===== src/rtl/tick_timer_pkg.sv =====
// rtl/tick_timer_pkg.sv - shared types, state encoding and digit limits for tick_timer
package tick_timer_pkg;

  // 4-bit BCD digit
  typedef logic [3:0] bcd_t;

  // stopwatch control states
  typedef enum logic [1:0] {
    ST_IDLE  = 2'b00,
    ST_RUN   = 2'b01,
    ST_PAUSE = 2'b10
  } state_t;

  // highest legal value of each digit position
  localparam bcd_t ONES_MAX     = 4'd9;
  localparam bcd_t SEC_TENS_MAX = 4'd5;
  localparam bcd_t MIN_TENS_MAX = 4'd5;

  // a digit at (or, defensively, beyond) its limit rolls to zero on advance
  function automatic logic bcd_at_max(input bcd_t d, input bcd_t max);
    return (d >= max);
  endfunction

endpackage


===== src/rtl/edge_sync.sv =====
// rtl/edge_sync.sv - two-flop synchroniser with registered rising-edge pulse
module edge_sync (
  input  logic clock,
  input  logic rst,
  input  logic din,
  output logic pulse
);

  logic s1;
  logic s2;
  logic s3;

  // bring din into the clock domain, keep one sample of history, pulse on 0->1
  always_ff @(posedge clock) begin
    if (rst) begin
      s1    <= 1'b0;
      s2    <= 1'b0;
      s3    <= 1'b0;
      pulse <= 1'b0;
    end else begin
      s1    <= din;
      s2    <= s1;
      s3    <= s2;
      pulse <= s2 & ~s3;
    end
  end

endmodule


===== src/rtl/tick_timer.sv =====
// rtl/tick_timer.sv - mm:ss BCD stopwatch driven by divider ticks
module tick_timer
  import tick_timer_pkg::*;
#(
  parameter int PRESCALE = 95
) (
  input  logic clock,
  input  logic rst,
  input  logic clk_in,
  input  logic start,
  input  logic stop,
  input  logic clear,
  output bcd_t sec_ones,
  output bcd_t sec_tens,
  output bcd_t min_ones,
  output bcd_t min_tens,
  output logic running,
  output logic tick,
  output logic wrap
);

  localparam logic [7:0] PCOUNT_LAST = 8'(PRESCALE - 1);

  state_t     state;
  logic [7:0] pcount;
  logic       tick_pulse;

  bcd_t sec_ones_nx;
  bcd_t sec_tens_nx;
  bcd_t min_ones_nx;
  bcd_t min_tens_nx;
  logic wrap_nx;
  logic advance;

  // the divider output is data here; it only ever reaches us as a one-cycle tick
  edge_sync u_edge_sync (
    .clock (clock),
    .rst   (rst),
    .din   (clk_in),
    .pulse (tick_pulse)
  );

  assign tick = tick_pulse;

  // a tick completes the prescale only while running; the state seen is the pre-edge one
  assign advance = (state == ST_RUN) && tick_pulse && (pcount == PCOUNT_LAST);

  // one-second increment with the carry rippling through all four digits
  always_comb begin
    sec_ones_nx = sec_ones;
    sec_tens_nx = sec_tens;
    min_ones_nx = min_ones;
    min_tens_nx = min_tens;
    wrap_nx     = 1'b0;
    if (bcd_at_max(sec_ones, ONES_MAX)) begin
      sec_ones_nx = 4'd0;
      if (bcd_at_max(sec_tens, SEC_TENS_MAX)) begin
        sec_tens_nx = 4'd0;
        if (bcd_at_max(min_ones, ONES_MAX)) begin
          min_ones_nx = 4'd0;
          if (bcd_at_max(min_tens, MIN_TENS_MAX)) begin
            min_tens_nx = 4'd0;
            wrap_nx     = 1'b1;
          end else begin
            min_tens_nx = min_tens + 4'd1;
          end
        end else begin
          min_ones_nx = min_ones + 4'd1;
        end
      end else begin
        sec_tens_nx = sec_tens + 4'd1;
      end
    end else begin
      sec_ones_nx = sec_ones + 4'd1;
    end
  end

  // control FSM, prescaler and digit registers; clear overrides everything but rst
  always_ff @(posedge clock) begin
    if (rst) begin
      state    <= ST_IDLE;
      running  <= 1'b0;
      pcount   <= 8'd0;
      sec_ones <= 4'd0;
      sec_tens <= 4'd0;
      min_ones <= 4'd0;
      min_tens <= 4'd0;
      wrap     <= 1'b0;
    end else begin
      wrap <= 1'b0;
      if (clear) begin
        state    <= ST_IDLE;
        running  <= 1'b0;
        pcount   <= 8'd0;
        sec_ones <= 4'd0;
        sec_tens <= 4'd0;
        min_ones <= 4'd0;
        min_tens <= 4'd0;
      end else begin
        if (state == ST_RUN && tick_pulse) begin
          if (advance) begin
            pcount   <= 8'd0;
            sec_ones <= sec_ones_nx;
            sec_tens <= sec_tens_nx;
            min_ones <= min_ones_nx;
            min_tens <= min_tens_nx;
            wrap     <= wrap_nx;
          end else begin
            pcount <= pcount + 8'd1;
          end
        end
        case (state)
          ST_IDLE, ST_PAUSE: begin
            // stop outranks start, so start+stop together leaves us parked
            if (start && !stop) begin
              state   <= ST_RUN;
              running <= 1'b1;
            end
          end
          ST_RUN: begin
            if (stop) begin
              state   <= ST_PAUSE;
              running <= 1'b0;
            end
          end
          default: begin
            state   <= ST_IDLE;
            running <= 1'b0;
          end
        endcase
      end
    end
  end

endmodule


===== config.mk =====
export PLATFORM = sky130hd
export DESIGN_NAME = tick_timer
export DESIGN_NICKNAME = d
export VERILOG_FILES = /design/src/rtl/tick_timer_pkg.sv /design/src/rtl/edge_sync.sv /design/src/rtl/tick_timer.sv
export SDC_FILE = /design/constraint.sdc
export NUM_CORES = 1
export LEC_CHECK = 0
export ABC_AREA = 1
export BUFFER_PORTS_ARGS = -buffer_cell sky130_fd_sc_hd__buf_2
export CAP_MARGIN = 0
export CELL_PAD_IN_SITES_DETAIL_PLACEMENT = 2
export CELL_PAD_IN_SITES_GLOBAL_PLACEMENT = 2
export CORE_UTILIZATION = 32
export DETAILED_ROUTE_END_ITERATION = 10
export GPL_TIMING_DRIVEN = 0
export PLACE_DENSITY = 0.83
export SYNTH_ARGS = -nofsm -noshare
export SYNTH_HDL_FRONTEND = slang
export SYNTH_SLANG_ARGS = --single-unit

===== constraint.sdc =====
create_clock -name clock -period 1.6 [get_ports clock]
set_input_delay 0.4 -clock clock [delete_from_list [all_inputs] [get_ports clock]]
set_output_delay 0.4 -clock clock [all_outputs]
set_load 0.005 [all_outputs]

### Yosys cells after proc, flatten, opt, wreduce, memory -nomap -nowiden

Cells that the tools add are included.

| operators by class | value |
|---|---|
| reduce and logical (&&, ||, !) cells | 13 |
| $add $sub $neg | 5 |
| muxes and demuxes | 12 |
| magnitude comparators | 4 |
| equal/unequal tests | 5 |
| bitwise operators | 7 |

Operators with widths:

| operator | number |
|---|---|
| $add A4 B1 Y4 const B | 4 |
| $mux W4 | 4 |
| $add A8 B1 Y8 const B | 1 |
| $eq A8 B7 Y1 const B | 1 |
| $ge A4 B3 Y1 const B | 2 |
| $ge A4 B4 Y1 const B | 2 |
| $mux W8 | 1 |
| $reduce_or A7 Y1 | 1 |
| $not A1 Y1 | 6 |
| $reduce_and A5 Y1 | 1 |
| $mux W2 | 2 |
| $ne A2 B2 Y1 const B | 2 |
| $pmux W2 S2 | 1 |
| $reduce_and A2 Y1 | 2 |
| $reduce_and A4 Y1 | 1 |
| $reduce_or A2 Y1 | 2 |
| $logic_and A1 B1 Y1 | 3 |
| $mux W1 | 3 |
| $reduce_and A3 Y1 | 1 |
| $eq A2 B1 Y1 const B | 1 |
| $eq A2 B2 Y1 const B | 1 |
| $logic_not A2 Y1 | 1 |
| $pmux W1 S2 | 1 |
| $and A1 B1 Y1 | 1 |
| $logic_not A1 Y1 | 1 |

| storage, ports and cells | value |
|---|---|
| bits of input ports | 6 |
| logic and storage cells | 58 |
| flip-flop bits (word level) | 32 |

### Depth between registers and ports, before layout

| logic depth | value |
|---|---|
| depth in word-level cells | 5 |
| depth in mapped cells | 11 |
| mapped depth without buffers | 11 |

### Cells and area by module

Synthesis repeated with hierarchy kept, for this count alone.

| second synthesis, totals | value |
|---|---|
| cell total of the unflattened synthesis | 230 |
| area, all modules | 1,741.7 µm² |

By module, submodules not included:

| module | area each (µm²) | cells an instance | times used |
|---|---|---|---|
| tick_timer | 1,626.6 | 218 | 1 |
| edge_sync | 115.1 | 12 | 1 |

### Worst setup path before layout

Ideal clock, no wire load.

| timing path | value |
|---|---|
| path kind | register to register |
| from | reg sec_tens[0] |
| to | reg min_ones[0] |
| path buffers | 0 |
| data required time | 1.468 ns |
| setup slack | 0.121 ns |
| cell stages (with the launch flop) | 11 |
| arrival time | 1.346 ns |
| clock period less this slack | 1.479 ns |
| cells stage by stage | dfxtp_1 inv_1 ha_1 nand2_1 nand2_1 nand2_1 nand2_1 nor2_8 inv_1 nand2_1 a21oi_1 |

| on the way | value |
|---|---|
| word-level cells in the longest chain between the ends | 2 |

Ends and longest elaborated chain:

| item | line | source |
|---|---|---|
| from (decl) | tick_timer.sv:14 | `output bcd_t sec_tens,` |
| from (signal assigned) | tick_timer.sv:104 | `sec_tens <= sec_tens_nx;` |
| $ge A4 B3 Y1 | tick_timer_pkg.sv:21 | `return (d >= max);` |
| $reduce_and A4 Y1 (no source line) | - |  |
| to (signal assigned) | tick_timer.sv:105 | `min_ones <= min_ones_nx;` |
| to (decl) | tick_timer.sv:15 | `output bcd_t min_ones,` |

No other way between the ends.
A chain may end at the register's enable or synchronous reset.

### Worst setup path after layout

| timing path | value |
|---|---|
| from | reg pcount[1] |
| to | reg sec_tens[0] |

| on the way | value |
|---|---|
| word-level cells in the longest chain between the ends | 3 |

Ends and longest elaborated chain:

| item | line | source |
|---|---|---|
| from (decl) | tick_timer.sv:25 | `logic [7:0] pcount;` |
| from (signal assigned) | tick_timer.sv:109 | `pcount <= pcount + 8'd1;` |
| $eq A8 B7 Y1 | tick_timer.sv:46 | `assign advance = (state == ST_RUN) && tick_pulse && (pcount == PCOUNT_LAST);` |
| $logic_and A1 B1 Y1 | tick_timer.sv:46 |  |
| $reduce_and A3 Y1 (no source line) | - |  |

No other way between the ends.

==> run metrics <==
status=complete, but fails checks; violated checks=negative setup slack; via count=1635; Most used DFF post-synth=dfxtp_1; global route total overflow=0; Layout Nets=286; slowest stage delay, CP=0.42 ns; Die Span Y=74.5 microns; Critical Path Source=pcount[1]; number of buffers created by CTS=5; worst slew pin tran=0.516 ns; period utilization=102%; syn nets=248; clk buf depth=2; Req. time, crit path=1.81 ns; Area Growth Syn to Fin=24.5%; Arrival @ worst endpoint=1.84 ns; Initial Util=33.2%; RSZ-0062 raised after global routing=yes; max_cap viols=0; H-tree depth=2; first-pass GRT wire length=7.36 mm; XOR/XNOR Fraction of Synth Area=3.64%; Post-Syn Instances=228; Setup Skew=0.0113 ns; Setup crit start kind=flip-flop; Post-Synth Adder-Cell Area=roughly a tenth; total number of yosys warnings=0; library cells used by synthesis=29; DP HPWL=between 3 and 4 mm; critical path type=reg -> reg; Setup Viol. Count Final=1; Hold Fails Final Rpt=0; ANT nets after route=0; n_diodes=0; Avg Cell Area, Syn=7.38 sq um; Cell Area, Synth=around 0.0017 sq mm; Cell Pwr Density=718 mW/mm^2; Layout fillers=606; Crit Path Max Fanout=6; Detailed Routing Iterations Pass 1=4; slowest CP cell=dfxtp_1; reg2reg path depth=8; multiplexer share of the synthesized area=0%; Slew Viols, Final=0; total track usage=approximately 18%; GP Congestion=0.711; die width=74.5 microns; Post-Synth Simple-Gate Area=29.3%; Tmin final=1.64 ns; Rel. slew slack=65.6%; Hold WC Path Type=in -> reg; # port buffers=24; PnR worst setup slack=-0.0367 ns; # DRC=0; worst setup path endpoint=sec_tens[0]; detailed-route wire length=roughly 5.3 mm; leak pwr=0.000899 uW; Worst-path clk slew=around 0.070 ns; Clock Sinks=32; area of the core=around 0.0051 sq mm; minimum hold slack=0.320 ns; Cell Rows=26; Max Fclk=around 600 MHz; r2r startpoint=pcount[1]; via/cell ratio=between 4 and 5; largest net degree at the start of global routing=11; I/O pins=25; async set-reset flop share out of synthesis=0%; crit-path cells=ha_1 > inv_1 > nor2_2 > nand3_4 > nor2_4 > buf_4 > nand2_1 > a21oi_1; final instance area=0.00209 sq mm; TritonCTS clock tree=yes; root buffer cell=clkbuf_8; pre-CTS WS=-0.184 ns; placed cell area=0.00189 sq mm; CP endpoint kind=flip-flop; die area=0.00555 sq mm; maximum vdd ir drop=441 uV; vias in the first global route=1601; initial drt markers=58; Yosys reg bits=32; initial antenna violation count=0; R2R setup slack=-0.04 ns; largest family of logic cells by synthesized area=simple AND/OR/NAND/NOR gates; cts hold-fix bufs=0; Final Util=about two fifths; compound-gate portion of the synthesized area=8.85%; share of cells above drive strength 1=27.0%; worst reg2reg path endpoint=sec_tens[0]; Seq/Total Area, Yosys=38.1%; number of synthesized flops with an enable pin=0; Clock Latency Late Sink=0.29 ns; Avg WL per Cell=15.8 microns
[worst max-delay path, delay by kind of cell, from the launching register on]
kind                       cells  cell delay (ns)
AOI/OAI and AO/OA              1             0.17
adders and majority gates      1             0.18
buffers and inverters          2             0.20
DFF                            1             0.42
and+or+nand+nor                4             0.59
[sequential cells by signal, indices dropped and copies added, names as in the netlist, 2 cells and up]
| register | count |
|---|---|
| min_tens | 4 |
| sec_ones | 4 |
| state | 2 |
| sec_tens | 4 |
| min_ones | 4 |
| pcount | 8 |
[metal layers]
layer  share of wire [%]  GRT usage, %  vias up
li1                    -             -      796
met1                  44          20.7      808
met2                  51          31.7       22
met3                 2.2          3.66        9
met4                 2.1          6.29        0
met5                   0             0        -
[logic make-up after synthesis]
group | count (synthesis)
AO/OA/AOI/OAI | 28
XOR/XNOR | 7
adder cells (fa/ha/maj) | 14
buffers and inverters | 43
flip-flops | 32
AND/OR/NAND/NOR | 104
[synthesized netlist by cell type, types with 2 or more instances]
cell	n	area (sq um)
o21ai_1	2	10.0
nor3_1	3	15.0
xnor2_1	3	26.3
o22ai_1	2	12.5
nand3_1	22	110
xor2_1	4	35.0
a21oi_1	19	95.1
nand2_1	41	154
nand2_2	3	18.8
dfxtp_1	32	641
inv_2	6	22.5
o21ai_0	3	15.0
nand4_1	2	12.5
nor2_1	23	86.3
inv_1	34	128
nor2_2	3	18.8
ha_1	14	175
[per-stage QoR]
| step | cells | setup TNS, ns | total power [uW] |
|---|---|---|---|
| floorplan | 228 | 0 | 845 |
| global placement | 322 | -0.866 | 863 |
| detailed placement | 322 | -1.28 | 864 |
| CTS | 331 | 0 | 1520 |
| global route | 337 | -1.08 | 1560 |
| finish | 337 | -0.0367 | 1500 |
[placed cells by master, fill, tap and decap left out, drive strengths merged]
master,count
nand4,2
or2,1
nor2,29
and2,1
ha,14
o22ai,2
nor4,1
xor2,4
dfxtp,32
inv,40
nor3,4
clkbuf,10
nand2,44
a221oi,1
o21ai,5
buf,31
o31ai,1
nand3,23
xnor2,3
a21oi,19
[layout make-up]
class	instances	area, sq um	area share [%]
clock buffer	8	90.1	4.30
inverter	40	150	7.17
sequential	32	656	31.3
tap	70	87.6	4.18
buffer	3	13.8	0.657
multi-input combinational	154	932	44.5
timing repair buffer	30	165	7.89
[power by group]
group / internal, uW / switching, uW
logic: 13.5 / 29.7
clock network: 351 / 308
registers: 798 / 2.70
[how the worst min path moves through the flow]
| stage | depth (start not counted) | start | end |
|---|---|---|---|
| floorplan | 1 | u_edge_sync.s3 | u_edge_sync.pulse |
| global placement | 1 | u_edge_sync.s3 | u_edge_sync.pulse |
| finish | 3 | clk_in | u_edge_sync.s1 |
| detailed placement | 2 | u_edge_sync.s1 | u_edge_sync.s2 |
| global route | 3 | clk_in | u_edge_sync.s1 |
| CTS | 3 | clk_in | u_edge_sync.s1 |
[what timing repair did]
item	in CTS	in global routing
endpoints found under the setup margin	9	14
pin swaps	2	6
gates resized for setup	9	13
setup buffers	1	5
gates cloned	0	1
Power figures use the tool's default switching activity.
